--- src/rtl/fp_accumulator.sv ---
// FP32 batch accumulator: sums a stream of FP32 products, one batch per in_last.
// Latency: 4 cycles from accept to sum update (IDLE, ALIGN, ADD, NORM); the batch result appears in DONE.
// Backpressure: in_ready only in IDLE; DONE holds out_valid/out_data until out_ready. Optional FP_ACC_COUNT_EN adds out_count.
module fp_accumulator #(
   parameter int CNT_W = 8
) (
   input  logic              clk,
   input  logic              rst,
   input  logic              clear,
   input  logic              in_valid,
   output logic              in_ready,
   input  logic [31:0]       in_data,
   input  logic              in_last,
   output logic              out_valid,
   input  logic              out_ready,
   output logic [31:0]       out_data
`ifdef FP_ACC_COUNT_EN
   ,
   output logic [CNT_W-1:0]  out_count
`endif
);

   typedef enum logic [2:0] {IDLE, ALIGN, ADD, NORM, DONE} state_t;

   state_t      state;
   logic [31:0] sum;
   logic [31:0] op_data;
   logic        op_last;

   // ALIGN stage registers: a is the larger-exponent operand, b is already shifted
   logic [23:0] a_mant, b_mant;
   logic [7:0]  a_exp;
   logic        a_sign, b_sign;

   // ADD stage registers: unnormalised magnitude with carry bit
   logic [24:0] add_mag;
   logic [7:0]  add_exp;
   logic        add_sign;

   // combinational next values for each stage
   logic [7:0]  s_exp, o_exp, exp_diff;
   logic [23:0] s_mant, o_mant, al_a_mant, al_b_src, al_b_mant;
   logic [7:0]  al_exp;
   logic        al_a_sign, al_b_sign, sum_big;
   logic [24:0] ad_mag;
   logic        ad_sign;
   logic [4:0]  lz;
   logic [9:0]  exp_up, exp_dn;
   logic [23:0] norm_mant;
   logic [31:0] norm_sum;

   // leading-zero count of a 24-bit significand; the highest set bit wins
   function automatic logic [4:0] lzc24(input logic [23:0] v);
      lzc24 = 5'd24;
      for (int i = 0; i < 24; i++) begin
         if (v[i]) lzc24 = 5'(23 - i);
      end
   endfunction

   assign out_data = sum;

   // ALIGN: pick the larger exponent and right-shift the other significand (denormals read as zero)
   always_comb begin
      s_exp     = sum[30:23];
      o_exp     = op_data[30:23];
      s_mant    = (s_exp == 8'd0) ? 24'd0 : {1'b1, sum[22:0]};
      o_mant    = (o_exp == 8'd0) ? 24'd0 : {1'b1, op_data[22:0]};
      sum_big   = (s_exp >= o_exp);
      exp_diff  = sum_big ? (s_exp - o_exp) : (o_exp - s_exp);
      al_a_mant = sum_big ? s_mant : o_mant;
      al_b_src  = sum_big ? o_mant : s_mant;
      al_a_sign = sum_big ? sum[31] : op_data[31];
      al_b_sign = sum_big ? op_data[31] : sum[31];
      al_exp    = sum_big ? s_exp : o_exp;
      al_b_mant = (exp_diff >= 8'd24) ? 24'd0 : (al_b_src >> exp_diff);
   end

   // ADD: magnitude add on equal signs, else larger minus smaller taking the larger's sign
   always_comb begin
      ad_mag  = 25'd0;
      ad_sign = a_sign;
      if (a_sign == b_sign) begin
         ad_mag  = {1'b0, a_mant} + {1'b0, b_mant};
         ad_sign = a_sign;
      end else if (a_mant >= b_mant) begin
         ad_mag  = {1'b0, a_mant} - {1'b0, b_mant};
         ad_sign = a_sign;
      end else begin
         ad_mag  = {1'b0, b_mant} - {1'b0, a_mant};
         ad_sign = b_sign;
      end
   end

   // NORM: carry shifts right, otherwise shift out leading zeros; cancellation/underflow give +0, overflow clamps
   always_comb begin
      lz        = lzc24(add_mag[23:0]);
      exp_up    = {2'b00, add_exp} + 10'd1;
      exp_dn    = {2'b00, add_exp} - {5'd0, lz};
      norm_mant = add_mag[23:0] << lz;
      norm_sum  = 32'h0000_0000;
      if (add_mag == 25'd0) begin
         norm_sum = 32'h0000_0000;
      end else if (add_mag[24]) begin
         if (exp_up > 10'd254)
            norm_sum = {add_sign, 8'hFE, 23'h7F_FFFF};
         else
            norm_sum = {add_sign, exp_up[7:0], add_mag[23:1]};
      end else if (exp_dn[9] || (exp_dn == 10'd0)) begin
         norm_sum = 32'h0000_0000;
      end else begin
         norm_sum = {add_sign, exp_dn[7:0], norm_mant[22:0]};
      end
   end

   // control FSM with registered handshake outputs; rst beats clear beats everything else
   always_ff @(posedge clk) begin
      if (rst) begin
         state     <= IDLE;
         sum       <= 32'h0000_0000;
         op_data   <= 32'h0000_0000;
         op_last   <= 1'b0;
         a_mant    <= 24'd0;
         b_mant    <= 24'd0;
         a_exp     <= 8'd0;
         a_sign    <= 1'b0;
         b_sign    <= 1'b0;
         add_mag   <= 25'd0;
         add_exp   <= 8'd0;
         add_sign  <= 1'b0;
         in_ready  <= 1'b1;
         out_valid <= 1'b0;
`ifdef FP_ACC_COUNT_EN
         out_count <= '0;
`endif
      end else if (clear) begin
         state     <= IDLE;
         sum       <= 32'h0000_0000;
         op_last   <= 1'b0;
         in_ready  <= 1'b1;
         out_valid <= 1'b0;
`ifdef FP_ACC_COUNT_EN
         out_count <= '0;
`endif
      end else begin
         case (state)
            IDLE: begin
               if (in_valid) begin
                  op_data  <= in_data;
                  op_last  <= in_last;
                  in_ready <= 1'b0;
                  state    <= ALIGN;
`ifdef FP_ACC_COUNT_EN
                  if (out_count != {CNT_W{1'b1}})
                     out_count <= out_count + {{(CNT_W-1){1'b0}}, 1'b1};
`endif
               end
            end
            ALIGN: begin
               a_mant <= al_a_mant;
               b_mant <= al_b_mant;
               a_exp  <= al_exp;
               a_sign <= al_a_sign;
               b_sign <= al_b_sign;
               state  <= ADD;
            end
            ADD: begin
               add_mag  <= ad_mag;
               add_exp  <= a_exp;
               add_sign <= ad_sign;
               state    <= NORM;
            end
            NORM: begin
               sum <= norm_sum;
               if (op_last) begin
                  out_valid <= 1'b1;
                  state     <= DONE;
               end else begin
                  in_ready <= 1'b1;
                  state    <= IDLE;
               end
            end
            DONE: begin
               if (out_ready) begin
                  sum       <= 32'h0000_0000;
                  out_valid <= 1'b0;
                  in_ready  <= 1'b1;
                  state     <= IDLE;
`ifdef FP_ACC_COUNT_EN
                  out_count <= '0;
`endif
               end
            end
            default: begin
               state     <= IDLE;
               in_ready  <= 1'b1;
               out_valid <= 1'b0;
            end
         endcase
      end
   end

endmodule

--- config.mk ---
export PLATFORM = sky130hd
export DESIGN_NAME = fp_accumulator
export DESIGN_NICKNAME = d
export VERILOG_FILES = /design/src/rtl/fp_accumulator.sv
export SDC_FILE = /design/constraint.sdc
export NUM_CORES = 1
export LEC_CHECK = 0
export ABC_AREA = 0
export CORE_ASPECT_RATIO = 1.25
export CORE_MARGIN = 1
export CORE_UTILIZATION = 40
export CTS_CLUSTER_SIZE = 12
export DETAILED_ROUTE_END_ITERATION = 7
export PLACE_DENSITY_LB_ADDON = 0.08
export SKIP_LAST_GASP = 1
export SLEW_MARGIN = 20
export SYNTH_ARGS = -nofsm -noshare
export SYNTH_HDL_FRONTEND = slang
export SYNTH_SLANG_ARGS = --single-unit
--- constraint.sdc ---
create_clock -name clk -period 6.7 [get_ports clk]
set_clock_uncertainty 0.2 [all_clocks]
set_input_delay 0.67 -clock clk [delete_from_list [all_inputs] [get_ports clk]]
set_output_delay 0.67 -clock clk [all_outputs]
set_load 0.01 [all_outputs]
==> results of run 1 <==
-- worst paths after layout --
kind | to | slack, ns | cells after the start
max | out_data[8]$_SDFFE_PP0P_ | 1.62 | 19
min | add_exp[4]$_SDFFE_PP0P_ | 0.26 | 2
max reg2reg | out_data[8]$_SDFFE_PP0P_ | 1.62 | 19
min reg2reg | add_exp[4]$_SDFFE_PP0P_ | 0.26 | 2
-- critical path: cells and delay by family (launching register included) --
family / cells / cell delay, ns
AOI/OAI and AO/OA: 8 / 1.70
adders and majority gates: 2 / 0.67
buffers and inverters: 2 / 0.44
DFF: 1 / 0.60
and+or+nand+nor: 7 / 1.40
-- sequential cells by signal, summed over array words and instances (netlist names) --
signal / cells
state: 3
add_sign: 1
a_exp: 8
op_last: 1
a_mant: 24
a_sign: 1
out_data: 32
b_sign: 1
add_mag: 25
b_mant: 24
add_exp: 8
out_valid: 1
in_ready: 1
op_data: 32
-- final cells by class --
cell class                 count  area, sq um
timing repair buffer          98          911
tap                          474          593
inverter                     109          409
clock buffer                  19          453
sequential                   162         3240
multi-input combinational   1537        10300
clock inverter                11          131
fill                        3643        19500
-- layout by cell type (no fill, tap or decap), drive strengths merged, types with 11 or more instances in the layout --
cell           instances
a22oi                 15
nand2                251
or3                   14
o31a                  12
o21bai                11
nor2b                 15
clkbuf                19
clkdlybuf4s50         70
o21a                  11
o21ai                125
a211oi                63
nor4                  22
nor2                 148
ha                    95
dfxtp                162
mux2                  34
a221oi                35
a31oi                 24
o31ai                 27
buf                   28
nor3                  55
nand2b                16
nand3                 47
inv                  111
and2                  18
o211ai                34
xnor2                 16
a21oi                161
nand4                 28
mux2i                 72
a21o                  16
-- metrics by stage --
step	utilization, %	std cells	hold WS, ns
6_report	45.2	2410	0.257
5_1_grt	45.2	2410	0.275
3_3_place_gp	43.6	2380	0.248
4_1_cts	45.2	2410	0.262
2_1_floorplan	-	1942	0.232
3_5_place_dp	43.6	2380	0.251
-- power breakdown --
| group | internal [mW] | switching (mW) | total [mW] |
|---|---|---|---|
| Sequential | 0.982 | 0.0240 | 1.01 |
| Combinational | 0.319 | 0.622 | 0.941 |
| Clock | 0.568 | 0.442 | 1.01 |
| Total | 1.87 | 1.09 | 2.96 |
-- cells by family (layout without fill, tap and decap cells) --
| logic type | after synthesis | count (layout) | share of synthesized area (%) |
|---|---|---|---|
| and+or+nand+nor | 653 | 653 | 21.0 |
| AOI/OAI and AO/OA | 649 | 649 | 30.9 |
| buffers and inverters | 243 | 237 | 6.91 |
| DFF | 162 | 162 | 22.3 |
| muxes | 111 | 111 | 8.48 |
| adders and majority gates | 101 | 101 | 9.00 |
| xor gates and xnor gates | 23 | 23 | 1.44 |
-- per-layer routing --
metal	vias to the layer above	global-route usage (%)	routed length [um]
li1	7140	-	-
met1	7248	40.7	25600
met2	590	55.3	29000
met3	133	3.17	2820
met4	0	20.4	3790
met5	-	0	0
==> reports/qor.yml, run 1 <==
outcome: "complete, no violations"
syn_to_final_growth_pct: 10.6
synth_edf_count: 0
cp_slowest_cell: "dfxtp_1"
dpl_cell_area_sq_um: 15500
critical_path_class: "reg2reg"
drc: 0
io_buffers: 71
io_pins: 72
setup_ws_ns: 1.62
grt_first_pass_wirelength_um: 93100
slowest_delay_ns: 0.60
gr-total-overflow: 0
max_freq_ghz: 0.197
clock_latency_ns: 0.45
crit_path_end_kind: "register"
path_cells: "nand2b_1, o211ai_2, nor3b_2, a31oi_2, and2_1, buf_4, inv_1, ha_1, fa_1, nor2b_1, o21ai_0, a21boi_0, or3_1, nor2_1, o21ba_2, or3_1, a21boi_0, o21ai_0, o21ai_0"
crit_required_ns: 6.87
wl_per_cell_um: 25.4
rsz0062_at_grt: "false"
synth.most_common_cell: "nand2_1"
diodes: 0
core_region_area_sq_um: 35600
synth_nets: 2081
relSlewSlack_pct: 36.8
netlist_top_cells_area: "dfxtp_1 (22%), ha_1 (8.2%), nand2_1 (6.5%)"
finalCriticalPeriod_ns: 5.08
setup_viol: 0
grt_pass1_vias: 14600
grt_use_total_pct: 33.0
power_density_nw_per_um2: 184
drv_slew: 0
ys_async_sr_fraction_pct: 0
synth.top_cell.area_share_pct: 22.3
nets: 2064
yosysTopAreaCell: "dfxtp_1"
avgViaCountPerCell: 6.27
antenna_found_initial: 0
num_rows: 77
cts_buffers: 17
ys_seq_elements: 162
initial_utilization_pct: 40.9
clock_sinks: 162
ant_nets: 0
ys.flop_type: "dfxtp_1"
ys_top_cells_by_count: "nand2_1 (251), dfxtp_1 (162), a21oi_1 (155)"
hold_class: "reg2reg"
cts_buffer_depth: 2
cpMostUsedCell: "o21ai_0"
dp_hpwl_um: 47800
htree_num_levels: 4
vias: 15100
die_area_sq_um: 37100
postSynthCellCount: 1942
netlist_area_sq_um: 14500
ctsResizeCount: 0
drive_gt1_share_pct: 8.16
hp-start: "a_exp[4]$_SDFFE_PP0P_"
ys_seq_area_share_pct: 22.3
dr.pass1.iters: 5
start_kind: "register"
worst_pin_slew_ns: 0.941
chipWidth_um: 173
worstPathMaxFanout: 18
wl_um: 61200
die_h_um: 215
gp_congestion: 0.991
syn_area_per_cell_sq_um: 7.48
max-cap-violations: 0
rr_startpoint: "add_mag[23]$_SDFFE_PP0P_"
yosysWarningCount: 0
postCtsSetupBuffers: 0
clockRootBuffer: "clkbuf_16"
stdcell_area_sq_um: 16100
setup_tns_ns: 0
leakage_nw: 6.16
yosysUniqueCellTypes: 101
grt_max_degree: 72
fin_crit_sh_pct: 75.8
cts-hold-fix-buffers: 0
p_total_mw: 2.96
cts_tree: "done"
timing_hold_violations_final: 0
cp.arrival_ns: 5.24
drtIter0Drc: 1392
peakVddDrop_v: 0.000146
startpoint: "add_mag[23]$_SDFFE_PP0P_"
path_clk_slew_ns: 0.07
pre_cts_ws_ns: 1.71
Note: power is estimated with default switching activity, not from simulation.
==> run 2: changes to the inputs <==
- clock period: 6.7 -> 4.17 ns (I/O delays scaled with it)
==> run 2 against run 1 <==
- flip-flop and latch count is the same
- wire length grew 2.6%
- critical path depth shrank 6
- combinational power grew 75%
- first-iteration DRC count grew 3.7%
- global-route usage grew 0.39 points
- clock power grew 63%
- final cell count grew 4.6%
- sequential share of layout area shrank 1.1 points
- total power grew 66%
- clock-buffer cell count shrank 2
- non-clock buffer count grew 107
- largest power group is now combinational logic
==> reports/qor.yml, run 2 (synthesis results as in run 1) <==
crit_required_ns: 4.30  # was 6.87 ns
critical_path_class: "reg2reg"  # unchanged
regArea_sq_um: 3250  # was 3240 sq um
dr.pass1.iters: 5  # unchanged
nets: 2171  # was 2064
avgViaCountPerCell: 6.27  # about the same
drv_slew: 0  # unchanged
io_buffers: 71  # unchanged
grt_use_total_pct: 33.4  # was 33.0%
outcome: "complete, no violations"  # unchanged
htree_num_levels: 4  # unchanged
gp_congestion: 1.03  # was 0.991
max_freq_ghz: 0.248  # was 0.197 GHz
grt_pass1_vias: 15000  # was 14.6k
clock_latency_ns: 0.47  # was 0.45 ns
cts_tree: "done"  # unchanged
max-cap-violations: 0  # unchanged
num_rows: 77  # unchanged
clockRootBuffer: "clkbuf_16"  # unchanged
peakVddDrop_v: 0.000291  # was 0.000146 V
path_delay_family: "compound AO/OA/AOI/OAI gates"  # unchanged
die_h_um: 215  # unchanged
timing_hold_violations_final: 0  # unchanged
fin_cells: 2520  # was 2410
path_clk_slew_ns: 0.08  # was 0.07 ns
r2r-end: "add_mag[24]$_SDFFE_PP0P_"  # was out_data[8]$_SDFFE_PP0P_
fin_crit_sh_pct: 96.6  # was 75.8%
path_cells: "inv_1, ha_1, a21oi_1, o21ai_0, or3_1, a211o_1, a21o_4, o21ai_4, buf_4, mux2_2, o311a_1, o2111ai_1, a31oi_1"  # was nand2b_1, o211ai_2, nor3b_2, a31oi_2, and2_1, buf_4, inv_1, ha_1, fa_1, nor2b_1, o21ai_0, a21boi_0, or3_1, nor2_1, o21ba_2, or3_1, a21boi_0, o21ai_0, o21ai_0
multi_input_area_sq_um: 10500  # was 10300 sq um
final_common_cell: "nand2_1"  # unchanged
drive_gt1_share_pct: 14.2  # was 8.16%
drc: 0  # unchanged
wl_per_cell_um: 24.9  # was 25.4 um
slowest_delay_ns: 0.45  # was 0.60 ns
p_total_mw: 4.91  # was 2.96 mW
worst_pin_slew_ns: 0.968  # was 0.941 ns
die_area_sq_um: 37100  # unchanged
finalCriticalPeriod_ns: 4.03  # was 5.08 ns
rr_worst_depth: 13  # was 19
chipWidth_um: 173  # unchanged
crit_path_end_kind: "register"  # unchanged
gr-total-overflow: 0  # unchanged
leakage_nw: 6.72  # was 6.16 nW
cts_buffers: 17  # unchanged
worstHoldEndpoint: "a_mant[4]$_SDFFE_PP0P_"  # was add_exp[4]$_SDFFE_PP0P_
initial_utilization_pct: 40.9  # unchanged
ant_nets: 0  # unchanged
hold_class: "in2reg"  # was reg2reg
drtIter0Drc: 1443  # was 1392
cts_buffer_depth: 2  # unchanged
worstPathMaxFanout: 11  # was 18
final_cell_mix: "nand2_1 (251), dfxtp_1 (157), a21oi_1 (155), nor2_1 (143), buf_4 (135)"  # was nand2_1 (251), dfxtp_1 (162), a21oi_1 (155), nor2_1 (144), inv_1 (107)
vias: 15800  # was 15.1k
syn_to_final_growth_pct: 17.3  # was 10.6%
io_pins: 72  # unchanged
relSlewSlack_pct: 35.4  # was 36.8%
dp_cells: 2485  # was 2380
path_buf_inv: 2  # unchanged
core_region_area_sq_um: 35600  # unchanged
dp_hpwl_um: 49800  # was 47800 um
start_kind: "register"  # unchanged
rr_startpoint: "a_mant[10]$_SDFFE_PP0P_"  # was add_mag[23]$_SDFFE_PP0P_
cp.arrival_ns: 4.16  # was 5.24 ns
wl_um: 62800  # was 61200 um
antenna_found_initial: 1  # was 0
power_density_nw_per_um2: 288  # was 184 nW/um^2
clock_sinks: 162  # unchanged
grt_max_degree: 64  # was 72
grt_first_pass_wirelength_um: 93900  # was 93100 um
setup_viol: 0  # unchanged
reg2reg_slack_ns: 0.14  # was 1.62 ns
fillers: 3632  # was 3643
cp_slowest_cell: "ha_1"  # was dfxtp_1
hp-start: "rst"  # was a_exp[4]$_SDFFE_PP0P_
min_delay_path_depth: 2  # unchanged
[run 2: changes by cell type in the layout (fill, tap and decap cells not counted), sizes merged]
cell / previous run / this run
clkbuf: 19 / 17
clkinv: 4 / 6
inv: 111 / 117
bufinv: 2 / 0
clkinvlp: 3 / 1
diode: 0 / 1
buf: 28 / 135
[run 2: through the flow]
step | instance area (sq um) | TNS [ns] | hold slack, ns | util [%] | worst slack [ns]
2_1_floorplan | 14600 | 0 | 0.232 | - | 0.00292
3_3_place_gp | 16300 | -0.201 | 0.256 | 45.9 | -0.110
3_5_place_dp | 16300 | -0.0664 | 0.264 | 45.9 | -0.0664
4_1_cts | 16900 | 0 | 0.184 | 47.6 | 0.0138
5_1_grt | 17000 | -0.0107 | 0.216 | 47.9 | -0.0107
6_report | 17000 | 0 | 0.221 | 47.9 | 0.140
[run 2: layer usage]
layer / GRT usage, % / wire length (um) / vias up
met2: 56.0 / 29500 / 687
li1: - / - / 7346
met5: 0 / 0 / -
met4: 22.7 / 4550 / 0
met3: 4.19 / 3360 / 179
met1: 39.7 / 25400 / 7587
[run 2: layout make-up]
class                      count  area share [%]
multi-input combinational   1537            61.4
timing repair buffer         205            10.1
tap                          474            3.48
clock inverter                15            1.07
antenna                        1          0.0147
sequential                   162            19.1
inverter                     109            2.40
clock buffer                  17            2.50
[run 2: power breakdown]
group / internal (mW) / switching (mW) / leakage (nW) / total [mW]
Combinational: 0.611 / 1.03 / 5.12 / 1.65
Clock: 0.815 / 0.840 / 0.294 / 1.65
Sequential: 1.58 / 0.0382 / 1.31 / 1.62
Total: 3.00 / 1.91 / 6.72 / 4.91
[run 2: what timing repair did]
action                                  in CTS  in global routing
endpoints found under the setup margin       4                 33
resized for setup                            1                 26
setup buffers                                0                  2
pin swaps                                    0                  7
hold buffers                                 0                  0
[run 2: worst max path at each step]
stage                                         from                         to  slack (ns)  depth (start not counted)
after global routing      add_mag[11]$_SDFFE_PP0P_  out_data[12]$_SDFFE_PP0P_       -0.01                         17
after floorplan           add_mag[20]$_SDFFE_PP0P_  out_data[12]$_SDFFE_PP0P_       0.003                         20
after CTS                   b_mant[0]$_SDFFE_PP0P_   add_mag[24]$_SDFFE_PP0P_        0.01                         15
final                      a_mant[10]$_SDFFE_PP0P_   add_mag[24]$_SDFFE_PP0P_        0.14                         13
after global placement      b_mant[0]$_SDFFE_PP0P_   add_mag[24]$_SDFFE_PP0P_       -0.11                         15
after detailed placement    b_mant[0]$_SDFFE_PP0P_   add_mag[24]$_SDFFE_PP0P_       -0.07                         15
[run 2: worst reg2reg max path, cell delays in order (launching register included)]
cell and delay (ns):
dfxtp_1 0.37, inv_1 0.09, ha_1 0.45, a21oi_1 0.17, o21ai_0 0.14, or3_1 0.43
a211o_1 0.32, a21o_4 0.26, o21ai_4 0.22, buf_4 0.25, mux2_2 0.38, o311a_1 0.20
o2111ai_1 0.24, a31oi_1 0.17
